`src/rtl/mem_wb_skid_if.sv`:
```
`default_nettype none
// +----------------------------------------------------------------------+
// | mem_wb_skid_if : MEM->WB handshake and payload bundle                |
// | Rev 1.0                                                              |
// +----------------------------------------------------------------------+
interface mem_wb_skid_if #(
  parameter int DATA_W = 32,
  parameter int REG_AW = 5
);
  logic              in_valid;
  logic              in_ready;
  logic [DATA_W-1:0] in_alu;
  logic [DATA_W-1:0] in_mem;
  logic [REG_AW-1:0] in_rd;
  logic              in_memtoreg;
  logic              in_regwrite;
  logic              out_valid;
  logic              out_ready;
  logic [DATA_W-1:0] out_wb_data;
  logic [REG_AW-1:0] out_rd;
  logic              out_regwrite;
  logic [1:0]        occupancy;

  modport master (
    output in_valid, in_alu, in_mem, in_rd, in_memtoreg, in_regwrite, out_ready,
    input  in_ready, out_valid, out_wb_data, out_rd, out_regwrite, occupancy
  );

  modport slave (
    input  in_valid, in_alu, in_mem, in_rd, in_memtoreg, in_regwrite, out_ready,
    output in_ready, out_valid, out_wb_data, out_rd, out_regwrite, occupancy
  );
endinterface
`default_nettype wire

```
`src/rtl/mem_wb_skid.sv`:
```
`default_nettype none
// +----------------------------------------------------------------------+
// | mem_wb_skid : MEM->WB stage, two-entry skid buffer, flush, WB mux    |
// | Rev 1.0                                                              |
// +----------------------------------------------------------------------+
module mem_wb_skid #(
  parameter int DATA_W     = 32,
  parameter int REG_AW     = 5,
  parameter bit ZERO_GUARD = 1'b1
) (
  input  wire logic        clk,
  input  wire logic        reset,
  input  wire logic        flush,
  mem_wb_skid_if.slave     bus
);

  typedef struct packed {
    logic [DATA_W-1:0] alu;
    logic [DATA_W-1:0] mem;
    logic [REG_AW-1:0] rd;
    logic              memtoreg;
    logic              regwrite;
  } entry_t;

  entry_t     r_main;
  entry_t     r_skid;
  entry_t     w_in;
  logic       r_main_valid;
  logic       r_skid_valid;
  logic [1:0] r_occ;
  logic       w_accept;
  logic       w_pop;
  logic       w_main_free;
  logic       w_main_valid_nxt;
  logic       w_skid_valid_nxt;
  logic       w_rd_ok;

  always_comb begin
    w_in = '{alu: bus.in_alu, mem: bus.in_mem, rd: bus.in_rd,
             memtoreg: bus.in_memtoreg, regwrite: bus.in_regwrite};
    w_accept    = bus.in_valid & ~r_skid_valid;
    w_pop       = r_main_valid & bus.out_ready;
    w_main_free = ~r_main_valid | w_pop;
    w_main_valid_nxt = 1'b0;
    w_skid_valid_nxt = 1'b0;
    if (!flush) begin
      if (w_main_free) begin
        // A held skid entry always has priority: accept is blocked while it is full.
        w_main_valid_nxt = r_skid_valid | w_accept;
        w_skid_valid_nxt = 1'b0;
      end else begin
        w_main_valid_nxt = 1'b1;
        w_skid_valid_nxt = r_skid_valid | w_accept;
      end
    end
  end

  always_ff @(posedge clk or posedge reset) begin
    if (reset) begin
      r_main       <= '0;
      r_skid       <= '0;
      r_main_valid <= 1'b0;
      r_skid_valid <= 1'b0;
      r_occ        <= 2'd0;
    end else begin
      r_main_valid <= w_main_valid_nxt;
      r_skid_valid <= w_skid_valid_nxt;
      r_occ        <= {1'b0, w_main_valid_nxt} + {1'b0, w_skid_valid_nxt};
      if (!flush) begin
        if (w_main_free) begin
          if (r_skid_valid) begin
            r_main <= r_skid;
          end else if (w_accept) begin
            r_main <= w_in;
          end
        end else if (!r_skid_valid && w_accept) begin
          r_skid <= w_in;
        end
      end
    end
  end

  generate
    if (ZERO_GUARD) begin : g_zero_guard
      assign w_rd_ok = |r_main.rd;
    end else begin : g_no_guard
      assign w_rd_ok = 1'b1;
    end
  endgenerate

  assign bus.in_ready     = ~r_skid_valid;
  assign bus.out_valid    = r_main_valid;
  assign bus.out_wb_data  = r_main.memtoreg ? r_main.mem : r_main.alu;
  assign bus.out_rd       = r_main.rd;
  assign bus.out_regwrite = r_main_valid & r_main.regwrite & w_rd_ok;
  assign bus.occupancy    = r_occ;

endmodule
`default_nettype wire

```
`src/flat_wrapper.sv`:
```
// flat-port wrapper written by rule: the top's interface ports become plain ports
module mem_wb_skid_flat 
#(
  parameter int DATA_W     = 32,
  parameter int REG_AW     = 5,
  parameter bit ZERO_GUARD = 1'b1
)
  (clk, reset, flush, bus_in_valid, bus_in_alu, bus_in_mem, bus_in_rd, bus_in_memtoreg, bus_in_regwrite, bus_out_ready, bus_in_ready, bus_out_valid, bus_out_wb_data, bus_out_rd, bus_out_regwrite, bus_occupancy);
  mem_wb_skid_if #(.DATA_W(DATA_W), .REG_AW(REG_AW)) bus_i ();
  input  wire logic clk;
  input  wire logic reset;
  input  wire logic flush;
  input wire logic [$bits(bus_i.in_valid)-1:0] bus_in_valid;
  input wire logic [$bits(bus_i.in_alu)-1:0] bus_in_alu;
  input wire logic [$bits(bus_i.in_mem)-1:0] bus_in_mem;
  input wire logic [$bits(bus_i.in_rd)-1:0] bus_in_rd;
  input wire logic [$bits(bus_i.in_memtoreg)-1:0] bus_in_memtoreg;
  input wire logic [$bits(bus_i.in_regwrite)-1:0] bus_in_regwrite;
  input wire logic [$bits(bus_i.out_ready)-1:0] bus_out_ready;
  output wire logic [$bits(bus_i.in_ready)-1:0] bus_in_ready;
  output wire logic [$bits(bus_i.out_valid)-1:0] bus_out_valid;
  output wire logic [$bits(bus_i.out_wb_data)-1:0] bus_out_wb_data;
  output wire logic [$bits(bus_i.out_rd)-1:0] bus_out_rd;
  output wire logic [$bits(bus_i.out_regwrite)-1:0] bus_out_regwrite;
  output wire logic [$bits(bus_i.occupancy)-1:0] bus_occupancy;
  assign bus_i.in_valid = bus_in_valid;
  assign bus_i.in_alu = bus_in_alu;
  assign bus_i.in_mem = bus_in_mem;
  assign bus_i.in_rd = bus_in_rd;
  assign bus_i.in_memtoreg = bus_in_memtoreg;
  assign bus_i.in_regwrite = bus_in_regwrite;
  assign bus_i.out_ready = bus_out_ready;
  assign bus_in_ready = bus_i.in_ready;
  assign bus_out_valid = bus_i.out_valid;
  assign bus_out_wb_data = bus_i.out_wb_data;
  assign bus_out_rd = bus_i.out_rd;
  assign bus_out_regwrite = bus_i.out_regwrite;
  assign bus_occupancy = bus_i.occupancy;
  mem_wb_skid #(.DATA_W(DATA_W), .REG_AW(REG_AW), .ZERO_GUARD(ZERO_GUARD)) u_core (.clk(clk), .reset(reset), .flush(flush), .bus(bus_i));
endmodule
```
`config.mk`:
```
export PLATFORM = sky130hd
export DESIGN_NAME = mem_wb_skid_flat
export DESIGN_NICKNAME = d
export VERILOG_FILES = /design/src/rtl/mem_wb_skid_if.sv /design/src/rtl/mem_wb_skid.sv /design/src/flat_wrapper.sv
export SDC_FILE = /design/constraint.sdc
export NUM_CORES = 1
export LEC_CHECK = 0
export BUFFER_PORTS_ARGS = -buffer_cell sky130_fd_sc_hd__buf_2
export CORE_ASPECT_RATIO = 1.5
export CORE_UTILIZATION = 56
export CTS_CLUSTER_DIAMETER = 80
export CTS_CLUSTER_SIZE = 12
export DETAILED_ROUTE_END_ITERATION = 8
export PLACE_DENSITY = 0.76
export SYNTH_ARGS = -nofsm -noshare
export SYNTH_HDL_FRONTEND = slang
export SYNTH_SLANG_ARGS = --single-unit
```
`constraint.sdc`:
```
create_clock -name clk -period 5.8 [get_ports clk]
set_clock_uncertainty 0.2 [all_clocks]
set_input_delay 0.58 -clock clk [delete_from_list [all_inputs] [get_ports clk]]
set_output_delay 0.58 -clock clk [all_outputs]
set_load 0.02 [all_outputs]
```
# [After elaboration in Yosys (flattened, before gate mapping)]
# Cells that the tools add are included.
[totals] regBits=146 input_bits=76 word_cells=37
[op_classes] add_sub_neg=1 muxes=7 bitwise=10 reduce_logical=6
[ops] operator="$mux W71" count=2
[ops] operator="$mux W32" count=1
[ops] operator="$reduce_and A3 Y1" count=2
[ops] operator="$reduce_or A5 Y1" count=1
[ops] operator="$and A1 B1 Y1" count=4
[ops] operator="$mux W1" count=4
[ops] operator="$not A1 Y1" count=4
[ops] operator="$add A1 B1 Y2" count=1
[ops] operator="$or A1 B1 Y1" count=2
[ops] operator="$reduce_bool A2 Y1" count=1
[ops] operator="$logic_and A1 B1 Y1" count=1
[ops] operator="$logic_not A1 Y1" count=1

# [Logic depth before layout (Yosys ltp)]
# Gate-level depths: netlist of run 1.
[logic_depth] word_depth=6 mapped_depth=5 ltp_nobuf=3

# [Least setup slack after synthesis of run 1]
# OpenSTA, ideal clock, no wires.
[synth_timing] path_type="reg-to-output" start="register u_core.r_main[1] (netlist bit)" end="output port bus_out_wb_data[0]" arrival_ps=1129 required_ps=5020 path_slack_ps=3891 stages_incl_launch_ff=4 n_path_buf=2 path_cell_list="dfrtp_1 -> clkbuf_1 -> buf_2 -> mux2_2"
[synth_via] elab_chain_len=1
[synth_rtl] item="start: declaration" line="mem_wb_skid.sv:25" source="entry_t r_main;"
[synth_rtl] item="start signal: assignment" line="mem_wb_skid.sv:72" source="r_main <= r_skid;"
[synth_rtl] item="start signal: assignment" line="mem_wb_skid.sv:74" source="r_main <= w_in;"
[synth_rtl] item="$mux W32" line="mem_wb_skid.sv:93" source="assign bus.out_wb_data = r_main.memtoreg ? r_main.mem : r_main.alu;"
[synth_rtl] item="end: declaration" line="flat_wrapper.sv:22" source="output wire logic [$bits(bus_i.out_wb_data)-1:0] bus_out_wb_data;"
# Every way passes these cells.

# [Worst setup path in the final report of run 1]
[layout_timing] start="register u_core.r_skid_valid" end="register u_core.r_main[29] (netlist bit)"
[layout_via] elab_chain_len=4
[layout_rtl] item="start: declaration" line="mem_wb_skid.sv:29" source="logic r_skid_valid;"
[layout_rtl] item="start signal: assignment" line="mem_wb_skid.sv:67" source="r_skid_valid <= w_skid_valid_nxt;"
[layout_rtl] item="$not A1 Y1" line="mem_wb_skid.sv:41" source="w_accept = bus.in_valid & ~r_skid_valid;"
[layout_rtl] item="$and A1 B1 Y1" line="mem_wb_skid.sv:41"
[layout_rtl] item="$reduce_bool A2 Y1 (no line)"
[layout_rtl] item="$reduce_and A3 Y1 (no line)"
# Several ways; a longest one is shown, not always the timed one.
# A chain may end at the register's enable or synchronous reset.

==> results of run 1 <==
-- metrics by stage --
| step | power (mW) | setup slack, ns | hold WS [ns] | util |
|---|---|---|---|---|
| 6_report | 3.03 | 2.78 | 0.112 | 0.683 |
| 5_1_grt | 3.17 | 2.56 | 0.188 | 0.683 |
| 4_1_cts | 3.06 | 2.72 | 0.164 | 0.683 |
| 3_5_place_dp | 1.97 | 2.73 | 0.277 | 0.632 |
| 3_3_place_gp | 1.93 | 2.77 | 0.265 | 0.632 |
| 2_1_floorplan | 1.79 | 1.10 | 0.252 | - |
-- worst max-delay path, stage by stage (launching register included) --
cell and delay [ns]:
dfrtp_2 0.33, buf_4 0.73, nor2_1 0.25, nor3_4 0.17, buf_4 0.77, mux2_2 0.42
-- registers in the layout, indices dropped and copies added, names as in the netlist --
register	flops
u_core.r_skid	71
u_core.r_main	66
u_core.bus.out_rd	5
u_core.bus.occupancy	2
u_core.bus.out_valid	1
u_core.r_skid_valid	1
-- worst min-delay path by stage --
stage	startpoint	endpoint	slack [ns]	cells past startpoint
4_1_cts	reset	u_core.r_skid[47]	0.16	2
6_report	reset	u_core.r_skid[13]	0.11	2
2_1_floorplan	u_core.r_main[37]	u_core.r_main[37]	0.25	1
5_1_grt	reset	u_core.r_skid[13]	0.19	2
3_3_place_gp	u_core.r_main[37]	u_core.r_main[37]	0.27	1
3_5_place_dp	u_core.r_main[37]	u_core.r_main[37]	0.28	1
-- metal layers --
metal | GRT usage | vias up | wire length (um)
li1 | - | 1795 | -
met1 | 0.258 | 2000 | 5190
met2 | 0.371 | 84 | 6320
met3 | 0.0520 | 11 | 482
met4 | 0.0741 | 0 | 176
met5 | 0 | - | 0
-- cell families (layout without fill, tap and decap cells) --
logic type / Yosys count / after routing / share of synthesized area
simple gates: 8 / 8 / 0.00968
compound gates: 2 / 2 / 0.00223
buf+inv: 33 / 155 / 0.0324
flops: 146 / 146 / 0.543
fa+ha+maj: 1 / 1 / 0.00186
mux: 245 / 245 / 0.410
other cells: 0 / 1 / 0
-- synthesized netlist by cell type (all sizes together) --
cell,count,area (sq um)
mux2,245,2760
dfrtp,146,3650
buf,30,206
inv,2,7.51
nor2,2,7.51
nor3,2,21.3
a21oi,1,5.00
clkbuf,1,3.75
ha,1,12.5
nand2b,1,6.26
nand3,1,10.0
nor2b,1,13.8
o311a,1,10.0
or3,1,6.26
-- cell type report --
class / count / area share
clock buffers: 21 / 0.0569
multi-input cells: 256 / 0.361
inverters: 2 / 0.00158
clock inverters: 11 / 0.0172
diodes: 1 / 0.000316
repair buffers: 121 / 0.0777
flip-flops and latches: 146 / 0.462
well taps: 150 / 0.0237
-- where the power goes --
group	leakage, nW	switching (mW)	total (mW)	internal (mW)
combinational	1.51	0.267	0.591	0.324
clock	0.290	0.396	1.08	0.684
sequential	1.76	0.115	1.36	1.24
==> results.yml, run 1 <==
die:
  core_area_sq_mm: 0.0116
  start_util: 0.580
  dieHeight_um: 136
  die_w_um: 91.5
  rows: 48
  pin_count: 118
  die_area_sq_mm: 0.0125
pwr:
  powerDensity_mw_per_mm2: 382
  peakVddDrop_v: 0.000224
  p_leak_nw: 3.56
timing:
  setup_viol: 0
  tns_ns: 0
  rsz0062_at_grt: "no"
  worstMarginPinSlew_ns: 1.07
  fmax_mhz: 332
  final-hold-violation-count: 0
  period_needed_ns: 3.02
  relSlewSlack: 0.285
  timing.final.crit_share: 0.520
  maxSlewViolCount: 0
grt:
  antenna_found_initial: 1
  grt_overflow: 0
  grt_pass1_vias: 4278
  grt_pass1_wl_mm: 20.6
  grt_max_degree: 90
  grt.total_usage: 0.213
setup_path:
  timing.rr.start: "u_core.r_skid_valid"
  path_class: "flip-flop to flip-flop"
  setup.worst_path.start: "u_core.r_skid_valid"
  regToRegEndpoint: "u_core.r_main[29]"
  cp_data_required_time_ns: 5.88
  endpoint: "u_core.r_main[29]"
  startpoint_type: "flip-flop"
  ff2ff_setup_slack_ns: 2.78
  crit_path_end_kind: "flip-flop"
  cp_max_fo: 74
  reg2regPathDepth: 5
  worstPathArrival_ns: 3.09
drt:
  post_drt_via_cell_ratio: 5.49
  drt-pass1-iter-count: 4
  drc: 0
  routedWlPerCell_um: 17.2
  drtIter0Drc: 128
  drtAntennaViolNets: 0
  via_count: 3890
  wirelength_mm: 12.2
flow_run:
  drv_cap: 0
cts:
  htreeDepth: 4
  post_cts_buffers: 0
  ctsResizeCount: 0
  clockRootBuffer: "clkbuf_16"
  clkTransAtPathRegs_ns: 0.06
  insertion_delay_ns: 0.40
  clock_path_buffers: 2
  cts_hold_buf: 0
  cts.sinks: 146
  cts_buffers: 17
  cts_tree: "yes"
logic_synthesis:
  ys.warnings.count: 0
  netlist_area_sq_mm: 0.00672
  synth_nets: 512
  synth_cells: 435
  ys_seq_area_frac: 0.543
  syn_area_per_cell_sq_um: 15.5
  ys_ff_latch: 146
  ys_types: 18
final_layout:
  final_cells: 708
  areaGrowthSynthToFinish_pct: 17.8
  final_nets: 621
  fillers: 842
  drive_gt1_frac: 0.697
  final_area_sq_mm: 0.00792
  layout_commonest_cell: "mux2_2"
  mostFrequentLayoutCells: "mux2_2 (233), dfrtp_1 (145), buf_2 (117)"
  multi_input_area_sq_mm: 0.00286
  final-seq-area_sq_mm: 0.00365
place:
  hpwl_mm: 7.65
  io_buffers: 117
  place.gp.congestion: 0.715
  place_inst: 675
  placed_area_sq_mm: 0.00733
run_status:
  outcome: "finished, final reports clean"
hold_path:
  min_path_type: "primary input to asynchronous set/reset pin"
(Power assumes the default switching activity.)
==> run 2: changes to the inputs <==
--- a/config.mk
+++ b/config.mk
@@ -5,13 +5,14 @@
 export SDC_FILE = /design/constraint.sdc
 export NUM_CORES = 1
 export LEC_CHECK = 0
+export ABC_AREA = 1
 export BUFFER_PORTS_ARGS = -buffer_cell sky130_fd_sc_hd__buf_2
 export CORE_ASPECT_RATIO = 1.5
 export CORE_UTILIZATION = 56
 export CTS_CLUSTER_DIAMETER = 80
 export CTS_CLUSTER_SIZE = 12
 export DETAILED_ROUTE_END_ITERATION = 8
-export PLACE_DENSITY = 0.76
+export PLACE_DENSITY = 0.75
 export SYNTH_ARGS = -nofsm -noshare
 export SYNTH_HDL_FRONTEND = slang
 export SYNTH_SLANG_ARGS = --single-unit
==> constraint.sdc (replaced) <==
create_clock -name clk -period 3.1 [get_ports clk]
set_clock_uncertainty 0.2 [all_clocks]
set_input_delay 0.31 -clock clk [delete_from_list [all_inputs] [get_ports clk]]
set_output_delay 0.31 -clock clk [all_outputs]
set_load 0.02 [all_outputs]
==> run 2 against run 1 <==
Final area is 15% higher; sequential power grew 82%; critical endpoint is now bus_out_wb_data[0]; largest power group unchanged; critical path depth shrank 2; clock-buffer cell count fell by 4; total power grew 96%; final cell count up 74%.
==> results.yml, run 2 <==
run_status:
  outcome: "finished, final reports clean"
die:
  die_area_sq_mm: 0.0130
  core_area_sq_mm: 0.0121
  dieHeight_um: 139
  die_w_um: 93.4
  start_util: 0.581
  pin_count: 118
  rows: 49
grt:
  grt.total_usage: 0.294
  grt_pass1_wl_mm: 30.0
  grt_max_degree: 104
  antenna_found_initial: 0
  grt_pass1_vias: 6326
  grt_overflow: 0
drt:
  drtIter0Drc: 430
  drt-pass1-iter-count: 6
  routedWlPerCell_um: 14.9
  via_count: 6516
  drtAntennaViolNets: 0
  wirelength_mm: 18.4
  post_drt_via_cell_ratio: 5.29
  drc: 0
setup_path:
  worstPathArrival_ns: 1.88
  ff2ff_setup_slack_ns: 0.82
  cp_max_fo: 24
  reg2regPathDepth: 4
  startpoint_type: "flip-flop"
  path_class: "flip-flop to output pin"
  crit_path_end_kind: "output pin"
  cp_data_required_time_ns: 2.59
  setup.worst_path.start: "u_core.r_main[1]"
  timing.rr.start: "u_core.r_skid_valid"
  path_cells: "buf_12, mux2_2, buf_2"
  regToRegEndpoint: "u_core.r_skid[61]"
  cp_slowest_cell: "dfrtp_1"
  crit_path_max_incr_delay_ns: 0.64
place:
  io_buffers: 117
  hpwl_mm: 10.7
  place.gp.congestion: 0.762
  placed_area_sq_mm: 0.00767
logic_synthesis:
  ys.flop_type: "dfrtp_1"
  ys_top_cells_by_area: "dfrtp_1 (52%), nand2_1 (27%), nand3_1 (10%)"
  ys_seq_area_frac: 0.520
  yosysTopAreaCell: "dfrtp_1"
  synth_top_cells_by_count: "nand2_1 (501), dfrtp_1 (146), nand3_1 (144), buf_2 (35), mux2_2 (32)"
  netlist_area_sq_mm: 0.00702
  ys_types: 16
  synth_most_common_cell: "nand2_1"
  syn_area_per_cell_sq_um: 7.73
  async_flop_share: 1.00
  synth_top_area_frac: 0.520
  ys_ff_latch: 146
  synth_nets: 985
  synth_edf_count: 0
  ys.warnings.count: 0
  synth_cells: 908
cts:
  cts_hold_buf: 73
  ctsResizeCount: 0
  post_cts_buffers: 0
  cts.sinks: 146
  cts_tree: "yes"
  cts_buffers: 17
  insertion_delay_ns: 0.41
  htreeDepth: 4
  clockRootBuffer: "clkbuf_16"
  clock_path_buffers: 2
  clkTransAtPathRegs_ns: 0.06
final_layout:
  final_nets: 1142
  multi_input_area_sq_mm: 0.00306
  layout_commonest_cell: "nand2_1"
  areaGrowthSynthToFinish_pct: 29.4
  fin_util: 0.752
  largest_register_ffs: 71
  top_register: "u_core.r_skid"
  fillers: 907
  final_area_sq_mm: 0.00908
  final-seq-area_sq_mm: 0.00365
  mostFrequentLayoutCells: "nand2_1 (500), dfrtp_1 (145), nand3_1 (142)"
  drive_gt1_frac: 0.191
  antennaDiodeCount: 0
timing:
  maxSlewViolCount: 0
  timing.final.crit_share: 0.772
  fmax_mhz: 418
  tns_ns: 0
  period_needed_ns: 2.39
  relSlewSlack: 0.408
  rsz0062_at_grt: "no"
  final-hold-violation-count: 0
  setup_viol: 0
  worstMarginPinSlew_ns: 0.889
hold_path:
  whs_endpoint: "u_core.bus.out_valid"
  worstHoldStart: "bus_in_valid"
  hold_depth: 3
  min_path_type: "primary input to flip-flop"
flow_run:
  drv_cap: 0
pwr:
  powerDensity_mw_per_mm2: 653
  peakVddDrop_v: 0.000445
  p_leak_nw: 5.02
run 2: cell families after synthesis:
logic type               count (synthesis)  synth area share
AO/OA/AOI/OAI                            2           0.00178
adder cells (fa/ha/maj)                  1           0.00178
buffers and inverters                   74            0.0485
flip-flops                             146             0.520
multiplexers                            32            0.0513
AND/OR/NAND/NOR                        653             0.376
run 2: worst max path at each step:
stage                                    endpoint  slack (ns)  cells past startpoint
after global placement          u_core.r_main[29]        0.92                      7
after detailed placement        u_core.r_skid[11]        0.83                      4
final                          bus_out_wb_data[0]        0.71                      3
after floorplan           u_core.bus.occupancy[0]        0.76                      1
after CTS                      bus_out_wb_data[0]        0.68                      3
after global routing           bus_out_wb_data[0]        0.65                      3
run 2: layer usage:
| metal | global-route usage | routed length, um | vias up |
|---|---|---|---|
| li1 | - | - | 3175 |
| met1 | 0.368 | 7530 | 3131 |
| met2 | 0.517 | 9780 | 189 |
| met3 | 0.0466 | 813 | 21 |
| met4 | 0.0923 | 249 | 0 |
| met5 | 0 | 0 | - |
run 2: area by class of cell:
class / count / area share
Clock buffer: 17 / 0.0468
Sequential cell: 146 / 0.402
Tap cell: 153 / 0.0211
Multi-Input combinational cell: 688 / 0.337
Inverter: 7 / 0.00331
Clock inverter: 15 / 0.0281
Timing Repair Buffer: 205 / 0.161
run 2: where the power goes:
part | internal, mW | total [mW] | switching (mW) | leakage, nW
combinational | 0.461 | 1.10 | 0.640 | 2.86
clock | 1.52 | 2.35 | 0.834 | 0.326
sequential | 2.26 | 2.47 | 0.210 | 1.83
total | 4.25 | 5.93 | 1.68 | 5.02
run 2: per-stage QoR:
stage,hold slack [ns],worst slack [ns],power [mW],std cells
3_3_place_gp,0.253,0.916,3.49,1126
4_1_cts,0.129,0.677,5.95,1231
5_1_grt,0.193,0.650,6.19,1231
3_5_place_dp,0.258,0.834,3.52,1126
6_report,0.132,0.707,5.93,1231
2_1_floorplan,0.188,0.757,3.18,908
run 2: worst max-delay path, delay by kind of cell, from the launching register on:
| family | cells | cell delay (ns) |
|---|---|---|
| buf+inv | 2 | 0.44 |
| flops | 1 | 0.64 |
| mux | 1 | 0.39 |
